==> src/rtl/mostra_sequencia.sv <==
// Memory-game playback engine: walks jogada ROM addresses 0..limite and shows
// each entry on the LEDs as a lit pulse followed by a dark gap.
module mostra_sequencia #(
  parameter int T_ACESO   = 500,
  parameter int T_APAGADO = 250
) (
  input  logic       clock,
  input  logic       reset,
  input  logic       iniciar,
  input  logic       parar,
  input  logic [3:0] limite,
  input  logic [3:0] dado,
  output logic [3:0] endereco,
  output logic [3:0] leds,
  output logic       ocupado,
  output logic       pronto,
  output logic [3:0] db_estado
);

  localparam int TMAX = (T_ACESO > T_APAGADO) ? T_ACESO : T_APAGADO;
  localparam int TW   = (TMAX > 1) ? $clog2(TMAX) : 1;
  localparam logic [TW-1:0] TA_FIM = TW'(T_ACESO - 1);
  localparam logic [TW-1:0] TP_FIM = TW'(T_APAGADO - 1);

  typedef enum logic [3:0] {
    INICIAL  = 4'd0,
    ENDERECA = 4'd1,
    CARREGA  = 4'd2,
    ACESO    = 4'd3,
    APAGADO  = 4'd4,
    PROXIMO  = 4'd5,
    FIM      = 4'd6
  } estado_t;

  estado_t       estado, estado_prox;
  logic [3:0]    limite_reg;
  logic [3:0]    padrao;
  logic [3:0]    addr;
  logic [TW-1:0] timer;

  always_ff @(posedge clock or negedge reset) begin
    if (!reset) estado <= INICIAL;
    else        estado <= estado_prox;
  end

  // parar overrides every transition, including a simultaneous iniciar
  always_comb begin
    estado_prox = INICIAL;
    if (!parar) begin
      case (estado)
        INICIAL:  estado_prox = iniciar ? ENDERECA : INICIAL;
        ENDERECA: estado_prox = CARREGA;
        CARREGA:  estado_prox = ACESO;
        ACESO:    estado_prox = (timer == TA_FIM) ? APAGADO : ACESO;
        APAGADO:  estado_prox = (timer == TP_FIM) ? PROXIMO : APAGADO;
        PROXIMO:  estado_prox = (addr == limite_reg) ? FIM : ENDERECA;
        FIM:      estado_prox = INICIAL;
        default:  estado_prox = INICIAL;
      endcase
    end
  end

  always_ff @(posedge clock or negedge reset) begin
    if (!reset) begin
      limite_reg <= '0;
      padrao     <= '0;
      addr       <= '0;
      timer      <= '0;
    end else begin
      // Address returns to 0 whenever the engine goes idle (end, abort, start)
      if (estado_prox == INICIAL)
        addr <= '0;
      else if (estado == PROXIMO && estado_prox == ENDERECA)
        addr <= addr + 4'd1;

      if (estado == INICIAL && estado_prox == ENDERECA)
        limite_reg <= limite;

      if (estado == CARREGA)
        padrao <= dado;

      // Timer runs only while dwelling in a timed state; any exit clears it
      if ((estado == ACESO || estado == APAGADO) && estado_prox == estado)
        timer <= timer + TW'(1);
      else
        timer <= '0;
    end
  end

  assign endereco  = addr;
  assign leds      = (estado == ACESO) ? padrao : 4'd0;
  assign ocupado   = (estado != INICIAL);
  assign pronto    = (estado == FIM);
  assign db_estado = estado;

endmodule

==> config.mk <==
export PLATFORM = sky130hd
export DESIGN_NAME = mostra_sequencia
export DESIGN_NICKNAME = d
export VERILOG_FILES = /design/src/rtl/mostra_sequencia.sv
export SDC_FILE = /design/constraint.sdc
export NUM_CORES = 1
export LEC_CHECK = 0
export ABC_AREA = 1
export BUFFER_PORTS_ARGS = -buffer_cell sky130_fd_sc_hd__buf_2
export CAP_MARGIN = 5
export CELL_PAD_IN_SITES_DETAIL_PLACEMENT = 2
export CELL_PAD_IN_SITES_GLOBAL_PLACEMENT = 2
export CORE_MARGIN = 2
export CORE_UTILIZATION = 31
export DETAILED_ROUTE_END_ITERATION = 6
export PLACE_DENSITY = 0.76
export SLEW_MARGIN = 20
export SYNTH_ARGS = -nofsm -noshare
export SYNTH_HDL_FRONTEND = slang
export SYNTH_SLANG_ARGS = --single-unit
==> constraint.sdc <==
create_clock -name clock -period 2 [get_ports clock]
set_clock_uncertainty 0.1 [all_clocks]
set_input_delay 0.2 -clock clock [delete_from_list [all_inputs] [get_ports clock]]
set_output_delay 0.2 -clock clock [all_outputs]
set_load 0.01 [all_outputs]
-- Word-level counts from Yosys, hierarchy flattened
Cells that the tools add are included.
Widths: inputs -> output; s select.
- flip-flop bits (word level): 25
- input bits: 12
- output and inout port bits: 14
- logic and storage cells: 36
- $add $sub $neg: 2
- equal/unequal tests: 11
- mux-type cells: 10
- reduce and logical (&&, ||, !) cells: 8
- operators by type and width (kind ; number):
    $pmux 3 s6 ; 1
    $eq 4x3->1 const B ; 3
    $mux 4 ; 3
    $add 9x1->9 const B ; 1
    $eq 9x8->1 const B ; 1
    $eq 9x9->1 const B ; 1
    $mux 3 ; 3
    $mux 9 ; 1
    $eq 4x1->1 const B ; 2
    $eq 4x2->1 const B ; 2
    $eq 4x4->1 ; 2
    $logic_not 4->1 ; 2
    $add 4x1->4 const B ; 1
    $reduce_bool 4->1 ; 1
    $logic_and 1x1->1 ; 3
    $mux 1 ; 2
    $reduce_bool 2->1 ; 1
    $logic_or 1x1->1 ; 1

-- Longest topological paths before layout
- word-level depth: 8
- mapped depth: 14
- mapped depth without buffers: 14

-- Worst setup path before layout
No wires, ideal clock.
- path type: register -> register
- from: register timer[0]
- to: register limite_reg[0]
- setup time: 0.117 ns
- data arrival time: 1.478 ns
- data required time: 1.783 ns
- setup slack: 0.305 ns
- cell stages (with the launch flop): 11
- path buffers: 0
- clock period less this slack: 1.695 ns
- path through: dfrtp_1 ha_1 nand2_1 nor2_1 nand3_1 nand2_1 nand3_2 nor2_2 nand4_1 nand2_1 nand2_1
- cells in the longest elaborated chain, start to end: 6
- elaborated cells between the ends (all ways): 8
- RTL lines (item ; RTL line ; source):
    start: declaration ; 39 ; logic [TW-1:0] timer;
    start signal: assignment ; 84 ; timer <= timer + TW'(1);
    $eq 9x8->1 / $eq 9x9->1 (equally long branches) ; 55, 54 ;
    $mux 1 / $mux 3 (equally long branches) ; 55, 54 ;
    $pmux 3 s6 (*) ; 50 ; case (estado)
    $mux 3 (*) ; 49 ; if (!parar) begin
    $eq 4x1->1 (*) ; 76 ; if (estado == INICIAL && estado_prox == ENDERECA)
    $logic_and 1x1->1 (*) ; 76 ;
    end signal: assignment ; 77 ; limite_reg <= limite;
    end: declaration ; 36 ; logic [3:0] limite_reg;
Mark *: on every way between the ends. The rest lies on a longest branch, timed or not.
A chain may end at the register's enable or synchronous reset.

-- Worst setup path in the final report
- from: register estado[1], in the netlist db_estado[1]
- to: register timer[7]
- cells in the longest elaborated chain, start to end: 6
- elaborated cells between the ends (all ways): 12
- RTL lines (item ; RTL line ; source):
    start: declaration ; 35 ; estado_t estado, estado_prox;
    start signal: assignment ; 43 ; else estado <= estado_prox;
    $eq 4x3->1, or another cell as far along ; 50 ;
    $pmux 3 s6 ; 50 ;
    $mux 3 ; 49 ;
    $eq 4x4->1 ; 83 ; if ((estado == ACESO || estado == APAGADO) && estado_prox == estado)
    $logic_and 1x1->1 (*) ; 83 ;
    $mux 9 (*) ; 83 ;
Marks and branches as above.

==> out/results.ini <==
[clock_network]
cts_tree = yes
cts-root-buf = clkbuf_8
cts.sinks = 24
clkTransAtPathRegs_ns = 0.09
htreeDepth = 1
clock_path_buffers = 2
cts_buffers = 3
clkLatencyLatePin_ns = 0.27

[floorplanning]
die_y_um = 71.6
core_area_sq_um = 4380
die_x_um = 71.6
row_count = 24
die-area_sq_um = 5130
pin_count = 26
initial_core_util = 0.323

[job]
drv_cap = 0

[yosys]
syn_area_sq_um = 1420
ys_seq_area_frac = 0.424
ys_types = 23
synth-seq-cells = 24
synthFlopType = dfrtp_1
synth_edf_count = 0
postSynthAreaPerCell_sq_um = 7.49
syn_inst = 189
syn_nets = 204
ys_warn_count = 0
async_flop_share = 1.00

[sta]
fin_tns_setup_ns = 0
tightestPinTransition_ns = 0.573
rsz0062_at_grt = true
fmax_mhz = 509
setup_viol = 0
setup_slack_ns = 0.0348
hold_violations = 0
maxSlewHeadroom = 0.618
slew_viol_final = 0
post-route-period-util = 0.983
fin_crit_ns = 1.97

[drt]
post_drt_via_cell_ratio = 4.76
detail_route.iter0.violations = 22
num_vias = 1353
wl_per_cell_um = 16.9
firstDrtPassIters = 4
post-route-drc-count = 0
drt-total-wl_um = 4800
ant_nets = 0

[worst_setup_path]
worstPathMaxFanout = 6
worstPathRequired_ns = 2.10
arrival_ns = 2.07
critPathLaunchType = flop
critPathKind = flop to flop
crit_top_cell = nand3_2
endpoint_kind = flop
cp_slowest_stage_delay_ns = 0.49
crit_slowest_cell = dfrtp_2
cp_cell_sequence = nor3_4, nand3_2, nand3_2, nand2_2, o21ai_4, nand3_4, nor2_2

[place]
dp_slack_ns = -0.0286
port_buffers = 24
dpl.hpwl_um = 3210
routabilityCongestion = 0.880
dp.cells = 267

[layout]
drive_gt1_frac = 0.388
final_core_utilization = 0.430
largest_register = timer
multiInputGateArea_sq_um = 806
layout_common_cells = nand2_1 (52), inv_1 (25), buf_2 (24)
largest_reg_flops = 9
regArea_sq_um = 608
final_common_cell = nand2_1
syn2layout_area_growth_pct = 33.1
fin_cells = 284
num_antenna_cells = 0
fillers = 526
num-nets-final = 249

[run_status]
status = finished clean

[grt]
track_usage = 0.184
grt-ovfl-total = 0
grt_pass1_wl_um = 7330
antenna_found_initial = 0
grt_start_max_net_pins = 25
grt_pass1_vias = 1528

[pwr]
power.density_nw_per_um2 = 684
power_leakage_nw = 0.973
power_mw = 1.29
ir_worst_vdd_mv = 0.232

[hold_path]
hold_path_class = input port to flop

cells in the mapped netlist, types with 2 or more instances:
| master | count | area share |
|---|---|---|
| nand2_1 | 57 | 0.15 |
| a21oi_1 | 6 | 0.021 |
| inv_2 | 5 | 0.013 |
| nor2_2 | 13 | 0.057 |
| ha_1 | 3 | 0.027 |
| nor2_1 | 19 | 0.050 |
| dfrtp_1 | 24 | 0.42 |
| inv_1 | 25 | 0.066 |
| nand3_2 | 4 | 0.028 |
| xnor2_1 | 2 | 0.012 |
| xor2_1 | 5 | 0.031 |
| nand4_1 | 2 | 0.0088 |
| nand3_1 | 14 | 0.049 |
repair_timing:
action	in CTS	in global routing
pin swaps	1	11
setup buffers	1	11
gates cloned	0	1
gates resized for setup	3	29
setup endpoints to repair	16	17
hold buffers	1	0
hold endpoints to repair	24	0
worst max-delay path: cells and delay by family (launching register included):
| family | cells | cell delay, ns |
|---|---|---|
| AOI/OAI and AO/OA | 1 | 0.24 |
| DFF | 1 | 0.49 |
| and+or+nand+nor | 6 | 1.08 |
final timing paths:
check,start,endpoint,slack [ns],depth (start not counted)
worst max-delay path,db_estado[1],timer[7],0.03,7
worst min-delay path,limite[1],limite_reg[1],0.03,3
worst max register to register,db_estado[1],timer[7],0.03,7
worst min register to register,limite_reg[2],limite_reg[2],0.42,2
max in group asynchronous,reset,db_estado[2],1.04,2
min in group asynchronous,reset,padrao[0],0.35,2
metal layers:
layer | routed length [um] | vias up | global-route usage
met1 | 2140 | 675 | 0.236
met3 | 105 | 2 | 0.0225
met5 | 0 | - | 0
met2 | 2530 | 15 | 0.327
li1 | - | 661 | -
met4 | 24 | 0 | 0.0503
area by class of cell:
type                    instances  area share
multi-input cells             134       0.427
flip-flops and latches         24       0.322
repair buffers                 40       0.131
inverters                      31      0.0630
well taps                      52      0.0345
clock buffers                   3      0.0219
power by group:
part	total, mW	internal (mW)	switching (mW)
Sequential	0.613	0.559	0.0542
Clock	0.299	0.135	0.164
Combinational	0.378	0.130	0.248
Total	1.29	0.824	0.466
stage by stage:
step                      hold slack (ns)  instance area (sq um)
after global routing               0.0477                   1890
after global placement              0.120                   1620
after CTS                          0.0327                   1680
final                              0.0324                   1890
after floorplan                    -0.196                   1420
after detailed placement            0.135                   1620
kinds of logic after synthesis:
kind of cell,Yosys count,synth area share
AND/OR/NAND/NOR,115,0.389
buffers and inverters,32,0.0875
flip-flops,24,0.424
AO/OA/AOI/OAI,7,0.0274
XOR/XNOR,7,0.0433
adder cells (fa/ha/maj),3,0.0265
other,1,0.00265
(Power assumes the default switching activity.)
